===== config.mk =====
export PLATFORM = sky130hd
export DESIGN_NAME = aes_sha3_host_if
export DESIGN_NICKNAME = d
export VERILOG_FILES = /design/src/rtl/aes_sha3_host_if_pkg.sv /design/src/rtl/hostif_byte_ser.sv /design/src/rtl/aes_sha3_host_if.sv
export SDC_FILE = /design/constraint.sdc
export NUM_CORES = 2
export LEC_CHECK = 0
export ABC_AREA = 1
export CORE_AREA = 2 2 307 309
export CTS_BUF_LIST = sky130_fd_sc_hd__clkbuf_16
export DETAILED_ROUTE_END_ITERATION = 12
export DIE_AREA = 0 0 309 311
export HOLD_SLACK_MARGIN = 0.03
export SYNTH_ARGS = -nofsm -noshare
export SYNTH_HDL_FRONTEND = slang
export SYNTH_SLANG_ARGS = --single-unit

===== constraint.sdc =====
create_clock -name clk -period 54.7 [get_ports clk]
set_input_delay 10.94 -clock clk [delete_from_list [all_inputs] [get_ports clk]]
set_output_delay 10.94 -clock clk [all_outputs]
set_load 0.01 [all_outputs]

===== src/rtl/aes_sha3_host_if_pkg.sv =====
// Shared types and byte-count constants for the AES/SHA3 host interface.
package aes_sha3_host_if_pkg;

  typedef enum logic [2:0] {
    IDLE        = 3'd0,
    KEY_TX      = 3'd1,
    KDF_WAIT_HI = 3'd2,
    KDF_WAIT_LO = 3'd3,
    MSG_WAIT    = 3'd4,
    MSG_TX      = 3'd5,
    RX          = 3'd6,
    RESULT      = 3'd7
  } state_t;

  localparam int KEY_BYTES    = 32;
  localparam int MSG_BYTES    = 16;
  localparam int CIPHER_BYTES = 16;
  localparam int TAG_BYTES    = 32;

  localparam logic [5:0] RX_LAST = 6'(CIPHER_BYTES + TAG_BYTES - 1);

  typedef struct packed {
    logic [8*TAG_BYTES-1:0]    tag;
    logic [8*CIPHER_BYTES-1:0] cipher;
  } result_t;

endpackage


===== src/rtl/hostif_byte_ser.sv =====
// Parallel-to-serial byte shifter, MSB byte first; o_last flags the final byte of a load.
module hostif_byte_ser #(
  parameter int WIDTH = 256
) (
  input  logic             i_clk,
  input  logic             i_rst,
  input  logic             i_load,
  input  logic [WIDTH-1:0] i_data,
  input  logic [5:0]       i_nbytes,
  input  logic             i_shift,
  output logic [7:0]       o_byte,
  output logic             o_last
);

  logic [WIDTH-1:0] r_sh;
  logic [5:0]       r_cnt;
  logic [5:0]       r_last_idx;

  always_ff @(posedge i_clk or posedge i_rst) begin
    if (i_rst) begin
      r_sh       <= '0;
      r_cnt      <= 6'd0;
      r_last_idx <= 6'd0;
    end else if (i_load) begin
      r_sh       <= i_data;
      r_cnt      <= 6'd0;
      r_last_idx <= i_nbytes - 6'd1;
    end else if (i_shift) begin
      r_sh  <= {r_sh[WIDTH-9:0], 8'h00};
      r_cnt <= r_cnt + 6'd1;
    end else begin
      r_sh <= r_sh;
    end
  end

  assign o_byte = r_sh[WIDTH-1 -: 8];
  assign o_last = (r_cnt == r_last_idx);

endmodule


===== src/rtl/aes_sha3_host_if.sv =====
// Host-side byte-stream master for the AES/SHA3 core's 8-bit serial port.
// Optional watchdog on the core wait states is enabled by defining HOSTIF_TIMEOUT_EN.
module aes_sha3_host_if
  import aes_sha3_host_if_pkg::*;
#(
  parameter int TIMEOUT_CYCLES = 4096
) (
  input  logic         clk,
  input  logic         rst,
  input  logic         cfg_valid,
  output logic         cfg_ready,
  input  logic [255:0] cfg_salt_key,
  input  logic         msg_valid,
  output logic         msg_ready,
  input  logic [127:0] msg_data,
  input  logic         msg_mode,
  output logic         res_valid,
  input  logic         res_ready,
  output logic [127:0] res_cipher,
  output logic [255:0] res_tag,
  output logic [7:0]   core_data,
  output logic         core_start,
  output logic         core_mode,
  input  logic         core_ien,
  input  logic [7:0]   core_odata,
  input  logic         core_ovalid,
  output logic         err
);

  state_t       r_state, w_state_nxt;
  logic         r_cfg_ready, r_msg_ready, r_res_valid, r_core_start, r_core_mode, r_cfg_done;
  logic [7:0]   r_core_data;
  logic [5:0]   r_rx_cnt;
  result_t      r_res;
  logic         w_cfg_hs, w_msg_hs, w_res_hs, w_capture, w_rx_done, w_timeout;
  logic         w_ser_load, w_ser_shift, w_ser_last;
  logic [5:0]   w_ser_nbytes;
  logic [255:0] w_ser_data;
  logic [7:0]   w_ser_byte;
  logic [4:0]   w_tag_idx;

  assign w_cfg_hs  = (r_state == IDLE) && cfg_valid && r_cfg_ready;
  assign w_msg_hs  = (r_state == MSG_WAIT) && msg_valid && r_msg_ready;
  assign w_res_hs  = (r_state == RESULT) && res_ready;
  assign w_capture = (r_state == RX) && core_ovalid;
  assign w_rx_done = w_capture && (r_rx_cnt == RX_LAST);
  assign w_tag_idx = r_rx_cnt[4:0] - 5'd16;

  hostif_byte_ser #(.WIDTH(256)) u_ser (
    .i_clk    (clk),
    .i_rst    (rst),
    .i_load   (w_ser_load),
    .i_data   (w_ser_data),
    .i_nbytes (w_ser_nbytes),
    .i_shift  (w_ser_shift),
    .o_byte   (w_ser_byte),
    .o_last   (w_ser_last)
  );

  always_ff @(posedge clk or posedge rst) begin
    if (rst) r_state <= IDLE;
    else     r_state <= w_state_nxt;
  end

  always_comb begin
    w_state_nxt  = r_state;
    w_ser_load   = 1'b0;
    w_ser_shift  = 1'b0;
    w_ser_nbytes = 6'(MSG_BYTES);
    w_ser_data   = {msg_data, 128'h0};
    case (r_state)
      IDLE: begin
        // Only reachable with cfg already done after a watchdog abort.
        if (w_cfg_hs) begin
          w_state_nxt  = KEY_TX;
          w_ser_load   = 1'b1;
          w_ser_nbytes = 6'(KEY_BYTES);
          w_ser_data   = cfg_salt_key;
        end else if (r_cfg_done && !core_ien) begin
          w_state_nxt = MSG_WAIT;
        end else begin
          w_state_nxt = IDLE;
        end
      end
      KEY_TX: begin
        w_ser_shift = 1'b1;
        if (w_ser_last) w_state_nxt = KDF_WAIT_HI;
        else            w_state_nxt = KEY_TX;
      end
      KDF_WAIT_HI: w_state_nxt = core_ien ? KDF_WAIT_LO : KDF_WAIT_HI;
      KDF_WAIT_LO: w_state_nxt = core_ien ? KDF_WAIT_LO : MSG_WAIT;
      MSG_WAIT: begin
        w_ser_load  = w_msg_hs;
        w_state_nxt = w_msg_hs ? MSG_TX : MSG_WAIT;
      end
      MSG_TX: begin
        w_ser_shift = 1'b1;
        if (w_ser_last) w_state_nxt = RX;
        else            w_state_nxt = MSG_TX;
      end
      RX:      w_state_nxt = w_rx_done ? RESULT : RX;
      RESULT:  w_state_nxt = w_res_hs ? MSG_WAIT : RESULT;
      default: w_state_nxt = IDLE;
    endcase
    if (w_timeout) w_state_nxt = IDLE;
    else           w_state_nxt = w_state_nxt;
  end

  // Handshake flags and core strobes are registered copies of next-state decisions.
  always_ff @(posedge clk or posedge rst) begin
    if (rst) begin
      r_cfg_ready  <= 1'b0;
      r_msg_ready  <= 1'b0;
      r_res_valid  <= 1'b0;
      r_core_start <= 1'b0;
      r_core_data  <= 8'h00;
      r_core_mode  <= 1'b0;
      r_cfg_done   <= 1'b0;
    end else begin
      r_cfg_ready  <= (w_state_nxt == IDLE) && !r_cfg_done && !core_ien;
      r_msg_ready  <= (w_state_nxt == MSG_WAIT) && !core_ien;
      r_res_valid  <= (w_state_nxt == RESULT);
      r_core_start <= w_ser_shift;
      r_core_data  <= w_ser_shift ? w_ser_byte : 8'h00;
      if (w_cfg_hs) r_cfg_done <= 1'b1;
      if (w_msg_hs)                  r_core_mode <= msg_mode;
      else if (w_res_hs || w_timeout) r_core_mode <= 1'b0;
    end
  end

  always_ff @(posedge clk or posedge rst) begin
    if (rst) begin
      r_rx_cnt <= 6'd0;
      r_res    <= '0;
    end else begin
      if (r_state != RX)  r_rx_cnt <= 6'd0;
      else if (w_capture) r_rx_cnt <= r_rx_cnt + 6'd1;
      if (w_timeout) begin
        r_res <= '0;
      end else if (w_capture) begin
        if (r_rx_cnt < 6'(CIPHER_BYTES)) r_res.cipher[{r_rx_cnt[3:0], 3'b000} +: 8] <= core_odata;
        else                             r_res.tag[{w_tag_idx, 3'b000} +: 8]       <= core_odata;
      end
    end
  end

`ifdef HOSTIF_TIMEOUT_EN
  logic [15:0] r_wdog;
  logic        r_err;
  logic        w_wait_st;

  assign w_wait_st = (r_state == KDF_WAIT_HI) || (r_state == KDF_WAIT_LO) || (r_state == RX);
  assign w_timeout = w_wait_st && !w_capture && (r_wdog == 16'(TIMEOUT_CYCLES - 1));

  always_ff @(posedge clk or posedge rst) begin
    if (rst) begin
      r_wdog <= 16'd0;
      r_err  <= 1'b0;
    end else begin
      if (!w_wait_st || w_capture || (w_state_nxt != r_state)) r_wdog <= 16'd0;
      else                                                     r_wdog <= r_wdog + 16'd1;
      if (w_timeout) r_err <= 1'b1;
    end
  end

  assign err = r_err;
`else
  assign w_timeout = 1'b0 && (TIMEOUT_CYCLES > 0);
  assign err       = 1'b0;
`endif

  assign cfg_ready  = r_cfg_ready;
  assign msg_ready  = r_msg_ready;
  assign res_valid  = r_res_valid;
  assign res_cipher = r_res.cipher;
  assign res_tag    = r_res.tag;
  assign core_data  = r_core_data;
  assign core_start = r_core_start;
  assign core_mode  = r_core_mode;

endmodule


==> summary.txt <==
Die
  – Die Area: 96,100 sq um
  – Starting Density: 33.25%
  – DIE HEIGHT: 311 microns
  – Row count: 112
  – Die width: 309 microns
  – Core Area: 92,770 sq um
  – # IOs: 798

Clock tree
  – Post_cts resized: 0
  – Htree depth: 3
  – Hold buffer count at cts: 0
  – Skew-Pair Late Insertion Delay: 0.65 ns
  – Clock buffer depth: 3
  – CTS Buf Count: 77
  – Post-CTS Setup Inserts: 0
  – TritonCTS clock tree: yes
  – Clock transition at path regs: 0.06 ns
  – Clock sinks: 671
  – Root Buffer: clkbuf_16

Timing
  – Min Hold Slack: 0.4683 ns
  – Final Hold Vio Count: 0
  – Worst slew pin tran: 1.153 ns
  – Max-slew violations: 0
  – Total negative setup slack: 0 ns
  – Fin crit period: 14.19 ns
  – Worst Skew: 0.04497 ns
  – Worst slew margin: 23.15%
  – Setup violations, final: 0
  – Final worst slack: 40.51 ns
  – Final period util: 25.95%
  – RSZ-0062 raised after global routing: false
  – Max frequency: 0.07046 GHz

Critical path
  – Crit path kind: primary input to flop
  – CP startpoint kind: primary input
  – Critical Path RT: 55.26 ns
  – Nature of the critical path endpoint: flop
  – CP max FO: 111
  – Arr. time, crit path: 14.76 ns

Global routing
  – Largest net degree at the start of global routing: 177
  – Global Route Usage Sum: 25.00%
  – Global-route wire length before repair: 182,000 microns
  – Total grt overflow: 0
  – Antenna violations before repair: 25
  – Vias in the first global route: 28,188

Pwr
  – Pwr Total: 1.663 mW
  – P per Cell Area: 39.34 nW/um^2
  – Peak VDD IR: 29.66 uV
  – Lkg Pwr: 20.05 nW

Cells and area
  – Nets: 5,011
  – Fraction of layout cells with a size suffix above 1: 4.243%
  – P&R area growth vs syn: 37.06%
  – Register area: 16,790 sq um
  – Fillers: 9,309
  – Multi-input gate area: 11,800 sq um

Hold path
  – Hold Path Class: flop to flop

Detailed routing
  – DR vias/cell: 4.904
  – Via count: 29,081
  – Pre-Repair DR Iteration Count: 7
  – Routed wire length: 123,100 microns
  – Number of nets still failing antenna checks after routing: 0
  – Drt drc: 0
  – Wirelength per Cell: 20.75 microns
  – Initial DRC count: 2,626

Logic synthesis
  – FFs w/ async S/R, synth: 100.0%
  – Most frequent cell after synthesis: nand2_1
  – Post-Synthesis Cells: 3,920
  – Area share of the largest cell type after synthesis: 54.44%
  – Yosys top cell by area: dfrtp_1
  – Synthesized Nets: 4,326
  – Netlist Area Pre-Place: 30,850 sq um
  – Yosys warns: 0
  – Sequential share of the synthesized area: 54.44%
  – Synth cell types: 43
  – Number of flops mapped to enable cells by yosys: 0
  – Area contributors post-synth: dfrtp_1 (54%), nand2_1 (17%), o21ai_0 (5.5%)
  – Avg Synthesized Cell Area: 7.869 sq um
  – Prevailing post-synth register cell: dfrtp_1
  – Commonest cells post-synth: nand2_1 (1,414), dfrtp_1 (671), inv_1 (341), o21ai_0 (339), nor2_1 (296)
  – Synthesized flop and latch total: 671

Placement
  – Placer Congestion: 0.8904
  – Buffers added on ports: 796
  – DP Wirelength: 88,850 microns
  – Pre-CTS WS: 39.86 ns

Job
  – Max-cap violation count: 0

Run status
  – Outcome: finished clean
[final cells by class]
class / count / area share (%)
inverter: 354 / 3.193
tap: 1254 / 3.711
antenna: 9 / 0.05327
multi-input combinational: 2671 / 27.92
clock inverter: 64 / 1.370
timing repair buffer: 830 / 19.48
sequential: 671 / 39.72
clock buffer: 77 / 4.558
[state kept, by name (all words and copies together), names as in the netlist]
name and flops:
r_state 3, core_mode 1, res_tag 256, cfg_ready 1
r_rx_cnt 6, core_data 8, u_ser.r_cnt 6, u_ser.r_last_idx 2
core_start 1, r_cfg_done 1, msg_ready 1, res_valid 1
res_cipher 128, u_ser.r_sh 256
[through the flow]
stage | instance area [sq um] | util (%) | instances
final | 42280 | 45.57 | 5930
after global routing | 42270 | 45.57 | 5927
after CTS | 42260 | 45.55 | 5921
after detailed placement | 39750 | 42.85 | 5780
after global placement | 39750 | 42.85 | 5780
after floorplan | 30850 | - | 3920
[layer usage]
layer | track usage [%] | up-vias | share of wire (%) | wire length (microns)
li1 | - | 13843 | - | -
met1 | 31.01 | 13912 | 40 | 49610
met2 | 42.73 | 1088 | 49 | 60360
met3 | 5.537 | 214 | 7.4 | 9091
met4 | 8.451 | 24 | 3.1 | 3835
met5 | 0 | - | 0.13 | 165
[critical path, cell delays in order]
cell and delay [ns]:
clkdlybuf4s50_1 0.47, nand2_1 0.08, nor2_4 0.51, nand2_2 0.06
buf_4 0.36, nand3_4 0.18, buf_4 0.79, buf_4 0.92
o21ai_0 0.22, inv_1 0.11
[kinds of logic (layout without fill, tap and decap cells)]
kind of cell    Yosys count  count (layout)  share of synthesized area, %
xor+xnor                  3               3                       0.08520
flops                   671             671                         54.44
fa+ha+maj                 6               6                        0.2434
compound gates          619             619                         10.93
other cells               1              10                       0.01216
mux                       1               1                       0.03245
simple gates           2041            2041                         26.79
buf+inv                 578            1325                         7.472
[power breakdown]
part | internal (mW) | leakage (nW) | total, mW | switching (mW)
Combinational | 0.167 | 9.90 | 0.494 | 0.328
Clock | 0.293 | 1.30 | 0.518 | 0.225
Sequential | 0.598 | 8.85 | 0.651 | 0.0529
Total | 1.06 | 20.1 | 1.66 | 0.606
[final timing paths]
path,slack [ns],start,endpoint,cells past startpoint
max,40.51,msg_valid,u_ser.r_sh[23],10
min,0.47,res_tag[64],res_tag[64],2
max reg2reg,49.77,r_rx_cnt[0],res_tag[240],10
min reg2reg,0.47,res_tag[64],res_tag[64],2
max in group asynchronous,41.51,rst,u_ser.r_sh[218],4
min in group asynchronous,10.87,rst,core_data[0],2
[placed cells by master, fill, tap and decap left out, types with 33 or more instances in the layout]
cell             synthesis  layout
clkdlybuf4s50_1          0     796
o2bb2ai_1               39      39
o21ai_1                 68      68
inv_1                  341     360
dfrtp_1                671     671
buf_4                    5      33
nand4_1                 37      37
clkbuf_16                0      77
a21oi_1                103     103
nand3_1                218     217
nor2_1                 296     293
o21ai_0                339     339
nand2_1               1414    1412
(Power assumes the default switching activity.)
